===== src/rtl/fifo_ctrl.sv =====
// fifo_ctrl: control sequencer for a circular-buffer FIFO datapath.
//
// Drives the storage write/read strobes and their addresses, and tracks
// occupancy, full/empty flags and overflow/underflow pulses.
//
// Ports:
//   i_clk, i_rst_n         clock (rising edge), asynchronous active-low reset
//   i_wr_req, i_rd_req     producer/consumer requests, level, sampled per edge
//   i_flush                synchronous clear request (beats both requests)
//   o_ld_wr, o_wr_addr     storage write strobe (Mealy) and write pointer
//   o_ld_rd, o_rd_addr     storage read strobe (Mealy) and read pointer
//   o_rd_valid             read data valid, one cycle after o_ld_rd
//   o_full, o_empty        registered occupancy flags
//   o_count                occupancy, 0..2^K
//   o_ovf, o_unf           one-cycle pulses for a rejected write/read
//   o_almost_full, o_almost_empty  only when FIFO_ALMOST_FLAGS_EN is defined
//
// Optional feature macro: FIFO_ALMOST_FLAGS_EN (adds the almost flags and the
// ALMOST_TH parameter).
module fifo_ctrl #(
    parameter int unsigned K = 4
`ifdef FIFO_ALMOST_FLAGS_EN
    ,
    parameter int unsigned ALMOST_TH = 2
`endif
) (
    input  logic         i_clk,
    input  logic         i_rst_n,
    input  logic         i_wr_req,
    input  logic         i_rd_req,
    input  logic         i_flush,
`ifdef FIFO_ALMOST_FLAGS_EN
    output logic         o_almost_full,
    output logic         o_almost_empty,
`endif
    output logic         o_ld_wr,
    output logic [K-1:0] o_wr_addr,
    output logic         o_ld_rd,
    output logic [K-1:0] o_rd_addr,
    output logic         o_rd_valid,
    output logic         o_full,
    output logic         o_empty,
    output logic [K:0]   o_count,
    output logic         o_ovf,
    output logic         o_unf
);

    localparam logic [1:0] S_EMPTY = 2'd0;
    localparam logic [1:0] S_MID   = 2'd1;
    localparam logic [1:0] S_FULL  = 2'd2;
    localparam logic [1:0] S_FLUSH = 2'd3;

    localparam logic [K:0]   DEPTH  = {1'b1, {K{1'b0}}};
    localparam logic [K:0]   ONE    = {{K{1'b0}}, 1'b1};
    localparam logic [K:0]   LAST   = DEPTH - ONE;
    localparam logic [K-1:0] PTR_1  = {{(K-1){1'b0}}, 1'b1};

    logic [1:0]   r_state, w_state_d;
    logic [K-1:0] r_wptr, w_wptr_d;
    logic [K-1:0] r_rptr, w_rptr_d;
    logic [K:0]   r_count, w_count_d;
    logic         r_full, r_empty, r_rd_valid, r_ovf, r_unf;
    logic         w_in_flush, w_wr_acc, w_rd_acc;

    assign w_in_flush = (r_state == S_FLUSH);

    // Gated by reset so no strobe can fire while the FSM is held in reset.
    assign w_rd_acc = i_rst_n & i_rd_req & (r_state != S_EMPTY) & ~w_in_flush & ~i_flush;
    assign w_wr_acc = i_rst_n & i_wr_req & ((r_state != S_FULL) | w_rd_acc)
                    & ~w_in_flush & ~i_flush;

    always_comb begin
        w_state_d = r_state;
        w_wptr_d  = r_wptr;
        w_rptr_d  = r_rptr;
        w_count_d = r_count;
        if (i_flush) begin
            w_state_d = S_FLUSH;
            w_wptr_d  = '0;
            w_rptr_d  = '0;
            w_count_d = '0;
        end else if (w_in_flush) begin
            w_state_d = S_EMPTY;
            w_wptr_d  = '0;
            w_rptr_d  = '0;
            w_count_d = '0;
        end else begin
            if (w_wr_acc) w_wptr_d = r_wptr + PTR_1;
            if (w_rd_acc) w_rptr_d = r_rptr + PTR_1;
            if (w_wr_acc && !w_rd_acc) w_count_d = r_count + ONE;
            if (w_rd_acc && !w_wr_acc) w_count_d = r_count - ONE;
            case (r_state)
                S_EMPTY: if (w_wr_acc) w_state_d = S_MID;
                S_MID: begin
                    if (w_wr_acc && !w_rd_acc && r_count == LAST) begin
                        w_state_d = S_FULL;
                    end else if (w_rd_acc && !w_wr_acc && r_count == ONE) begin
                        w_state_d = S_EMPTY;
                    end
                end
                S_FULL:  if (w_rd_acc && !w_wr_acc) w_state_d = S_MID;
                default: w_state_d = S_EMPTY;
            endcase
        end
    end

    always_ff @(posedge i_clk or negedge i_rst_n) begin
        if (!i_rst_n) begin
            r_state    <= S_EMPTY;
            r_wptr     <= '0;
            r_rptr     <= '0;
            r_count    <= '0;
            r_full     <= 1'b0;
            r_empty    <= 1'b1;
            r_rd_valid <= 1'b0;
            r_ovf      <= 1'b0;
            r_unf      <= 1'b0;
        end else begin
            r_state    <= w_state_d;
            r_wptr     <= w_wptr_d;
            r_rptr     <= w_rptr_d;
            r_count    <= w_count_d;
            r_full     <= (w_state_d == S_FULL);
            // The flush cycle holds no data, so it reads as empty.
            r_empty    <= (w_state_d == S_EMPTY) | (w_state_d == S_FLUSH);
            r_rd_valid <= w_rd_acc;
            r_ovf      <= i_wr_req & ~w_wr_acc & (r_state == S_FULL) & ~i_flush;
            r_unf      <= i_rd_req & (r_state == S_EMPTY) & ~i_flush;
        end
    end

`ifdef FIFO_ALMOST_FLAGS_EN
    localparam logic [K:0] AF_TH = DEPTH - (K+1)'(ALMOST_TH);
    localparam logic [K:0] AE_TH = (K+1)'(ALMOST_TH);

    logic r_almost_full, r_almost_empty;

    always_ff @(posedge i_clk or negedge i_rst_n) begin
        if (!i_rst_n) begin
            r_almost_full  <= 1'b0;
            r_almost_empty <= 1'b1;
        end else begin
            r_almost_full  <= (w_count_d >= AF_TH);
            r_almost_empty <= (w_count_d <= AE_TH);
        end
    end

    assign o_almost_full  = r_almost_full;
    assign o_almost_empty = r_almost_empty;
`endif

    assign o_ld_wr    = w_wr_acc;
    assign o_ld_rd    = w_rd_acc;
    assign o_wr_addr  = r_wptr;
    assign o_rd_addr  = r_rptr;
    assign o_rd_valid = r_rd_valid;
    assign o_full     = r_full;
    assign o_empty    = r_empty;
    assign o_count    = r_count;
    assign o_ovf      = r_ovf;
    assign o_unf      = r_unf;

endmodule

===== config.mk =====
export PLATFORM = sky130hd
export DESIGN_NAME = fifo_ctrl
export DESIGN_NICKNAME = d
export VERILOG_FILES = /design/src/rtl/fifo_ctrl.sv
export SDC_FILE = /design/constraint.sdc
export NUM_CORES = 1
export LEC_CHECK = 0
export CAP_MARGIN = 10
export CORE_MARGIN = 1
export CORE_UTILIZATION = 33
export DETAILED_ROUTE_END_ITERATION = 10
export GPL_TIMING_DRIVEN = 0
export PLACE_DENSITY = 0.55
export REMOVE_ABC_BUFFERS = 1
export SETUP_SLACK_MARGIN = 0.2
export SLEW_MARGIN = 20
export SYNTH_ARGS = -nofsm -noshare
export SYNTH_HDL_FRONTEND = slang
export SYNTH_SLANG_ARGS = --single-unit

===== constraint.sdc =====
create_clock -name i_clk -period 3.3 [get_ports i_clk]
set_input_delay 0.495 -clock i_clk [delete_from_list [all_inputs] [get_ports i_clk]]
set_output_delay 0.495 -clock i_clk [all_outputs]
set_load 0.01 [all_outputs]

==> impl_metrics.json <==
{
  "min_period_ps": 2870,
  "num_antenna_cells": 0,
  "ioPinCount": 25,
  "ys_seq_area_frac": 0.431,
  "fmax_mhz": 348,
  "whs_ps": 168,
  "track_usage": 0.139,
  "rsz0062_at_grt": "no",
  "vias": 927,
  "synth_edf_count": 0,
  "maxCapViolations": 0,
  "worst-setup-path-type": "primary input to flip-flop",
  "cts_buffers": 3,
  "die_y_um": 61.4,
  "synthTopCellsByArea": "dfrtp_1 41%, ha_1 9.7%, nand2b_1 2.7%, dfstp_2 2.3%, inv_1 2.3%",
  "antenna_found_initial": 0,
  "clock-sinks": 20,
  "worstSkewPairLatency_ps": 300,
  "postSynth.asyncResetShare": 1.00,
  "h-tree-depth": 1,
  "area_delta_synth_final_pct": 24.6,
  "setup_viol": 0,
  "reg2reg_depth": 7,
  "die_area_sq_um": 3770,
  "ys_types": 41,
  "status": "finished clean",
  "final_max_slew_viol_count": 0,
  "p_total_mw": 0.465,
  "overflow": 0,
  "cts_resized": 0,
  "drc_errors": 0,
  "dr.pass1.iters": 4,
  "numPortBuffers": 24,
  "fp.dieW_um": 61.4,
  "syn-cell-area_sq_um": 1160,
  "routed_wire_length_per_instance_um": 12.9,
  "cp.required_ps": 3520,
  "r2r_start": "r_state[1]$_DFF_PN0_",
  "synth_top_cell_by_area": "dfrtp_1",
  "finClkSkew_ps": 14.2,
  "grt_max_degree": 28,
  "setup_slack_ps": 429,
  "synth_flop_cell": "dfrtp_1",
  "cts_tree": "done",
  "synth_top_area_frac": 0.408,
  "post-cts-setup-buffer-count": 0,
  "synthCells": 114,
  "drtAntennaViolNets": 0,
  "synth_area_per_cell_sq_um": 10.2,
  "drt_iter0_markers": 18,
  "synth-warning-count": 0,
  "drive_gt1_frac": 0.0735,
  "grt_pass1_wl_mm": 3.87,
  "grt_pass1_vias": 882,
  "ctsHoldBuffers": 0,
  "vdd_drop_max_v": 0.000108,
  "crit_path_end_kind": "flip-flop",
  "yosysMostFrequentCell": "dfrtp_1",
  "critPathMaxFanout": 11,
  "layout.nets": 151,
  "reg2reg_slack_ps": 470,
  "hold_viol": 0,
  "relSlewSlack": 0.616,
  "hpwlAfterDp_mm": 1.69,
  "vias_per_cell": 5.09,
  "synth_top_cells_by_count": "19 x dfrtp_1, 9 x ha_1, 7 x inv_1, 7 x nor2_1",
  "hp-class": "primary input to asynchronous set/reset pin",
  "cts-root-buf": "clkbuf_4",
  "routabilityCongestion": 0.795,
  "num_rows": 21,
  "crit_path_start_kind": "primary input",
  "ys_seq_elements": 20,
  "r2r_end": "o_count[3]$_DFFE_PN0P_",
  "core_area_sq_um": 3360,
  "worst_pin_slew_ps": 576,
  "pre_cts_slack_ps": 114,
  "critPathArrivalTime_ps": 3100,
  "p_leak_nw": 0.592,
  "wirelength_mm": 2.35,
  "clk_transition_reported_paths_ps": 120,
  "max-clock-path-buffers": 2,
  "initial_core_util": 0.346,
  "p_per_area_nw_per_um2": 320,
  "finalCritPeriodShare": 0.870
}
worst max-delay path, cell delays in order:
cell             delay (ps)
clkdlybuf4s50_1         600
nand2b_1                120
a211oi_2                500
inv_1                    90
ha_1                    360
nor4b_1                 210
a221oi_1                310
nor3_1                  100
ha_1                    310
kinds of logic after synthesis:
logic type               synth area share
AND/OR/NAND/NOR                     0.192
AO/OA/AOI/OAI                       0.163
flip-flops                          0.431
buffers and inverters              0.0505
adder cells (fa/ha/maj)            0.0967
XOR/XNOR                           0.0301
multiplexers                       0.0365
placed cells by master, fill, tap and decap left out, drive strengths merged:
master,netlist,final
clkdlybuf4s50,0,23
dfrtp,19,19
ha,9,9
inv,7,7
nor2,7,7
nand2b,5,5
nand2,5,5
a21oi,5,5
nor3,4,4
or3,4,4
nand3,4,4
clkbuf,2,4
xor2,3,3
o21ai,3,3
and2,2,2
o221ai,2,2
nor4b,2,2
a221oi,2,2
and3,2,2
a21o,2,2
a22o,2,2
mux2i,2,2
a211oi,2,2
a31oi,2,2
mux2,2,2
nand3b,1,1
o2111ai,1,1
o211ai,1,1
nor2b,1,1
a2111oi,1,1
a221o,1,1
xnor2,1,1
nor3b,1,1
or4b,1,1
nand4b,1,1
buf,4,1
dfstp,1,1
registers in the layout, indices dropped and copies added, names as in the netlist:
register	count
o_empty	1
o_unf	1
o_rd_valid	1
o_rd_addr	4
o_full	1
o_count	5
o_wr_addr	4
o_ovf	1
r_state	2
worst max-delay path by stage:
stage                              start                      to  depth (start not counted)
finish                          i_rd_req       o_empty$_DFF_PN1_                          9
global route                    i_rd_req       o_empty$_DFF_PN1_                          9
CTS                             i_rd_req       o_empty$_DFF_PN1_                          9
detailed placement              i_rd_req       o_empty$_DFF_PN1_                          9
global placement                 i_rst_n       o_empty$_DFF_PN1_                          9
floorplan           r_state[1]$_DFF_PN0_  o_count[3]$_DFFE_PN0P_                          7
per-layer routing:
layer	vias up	share of wire	track usage
li1	457	-	-
met1	447	0.49	0.174
met2	21	0.47	0.234
met3	2	0.038	0.0294
met4	0	0.0051	0.0540
met5	-	0	0
metrics by stage:
stage | util | instance area (sq um) | setup TNS [ps] | instances
global placement | 0.425 | 1430 | -3370 | 178
detailed placement | 0.424 | 1430 | 0 | 178
finish | 0.432 | 1450 | 0 | 182
floorplan | - | 1130 | 0 | 108
CTS | 0.432 | 1450 | 0 | 182
global route | 0.432 | 1450 | 0 | 182
report_power, final:
group          leakage (nW)  total, mW  internal, mW  switching [mW]
sequential            0.268      0.267         0.255          0.0117
combinational         0.309     0.0761        0.0353          0.0409
clock                0.0150      0.122        0.0470          0.0747
layout make-up:
class	count	area (sq um)
fill	347	1910
multi-input combinational	81	604
clock buffer	4	26.3
timing repair buffer	24	235
tap	46	57.6
sequential	20	502
inverter	7	26.3
Note: power is estimated with default switching activity, not from simulation.
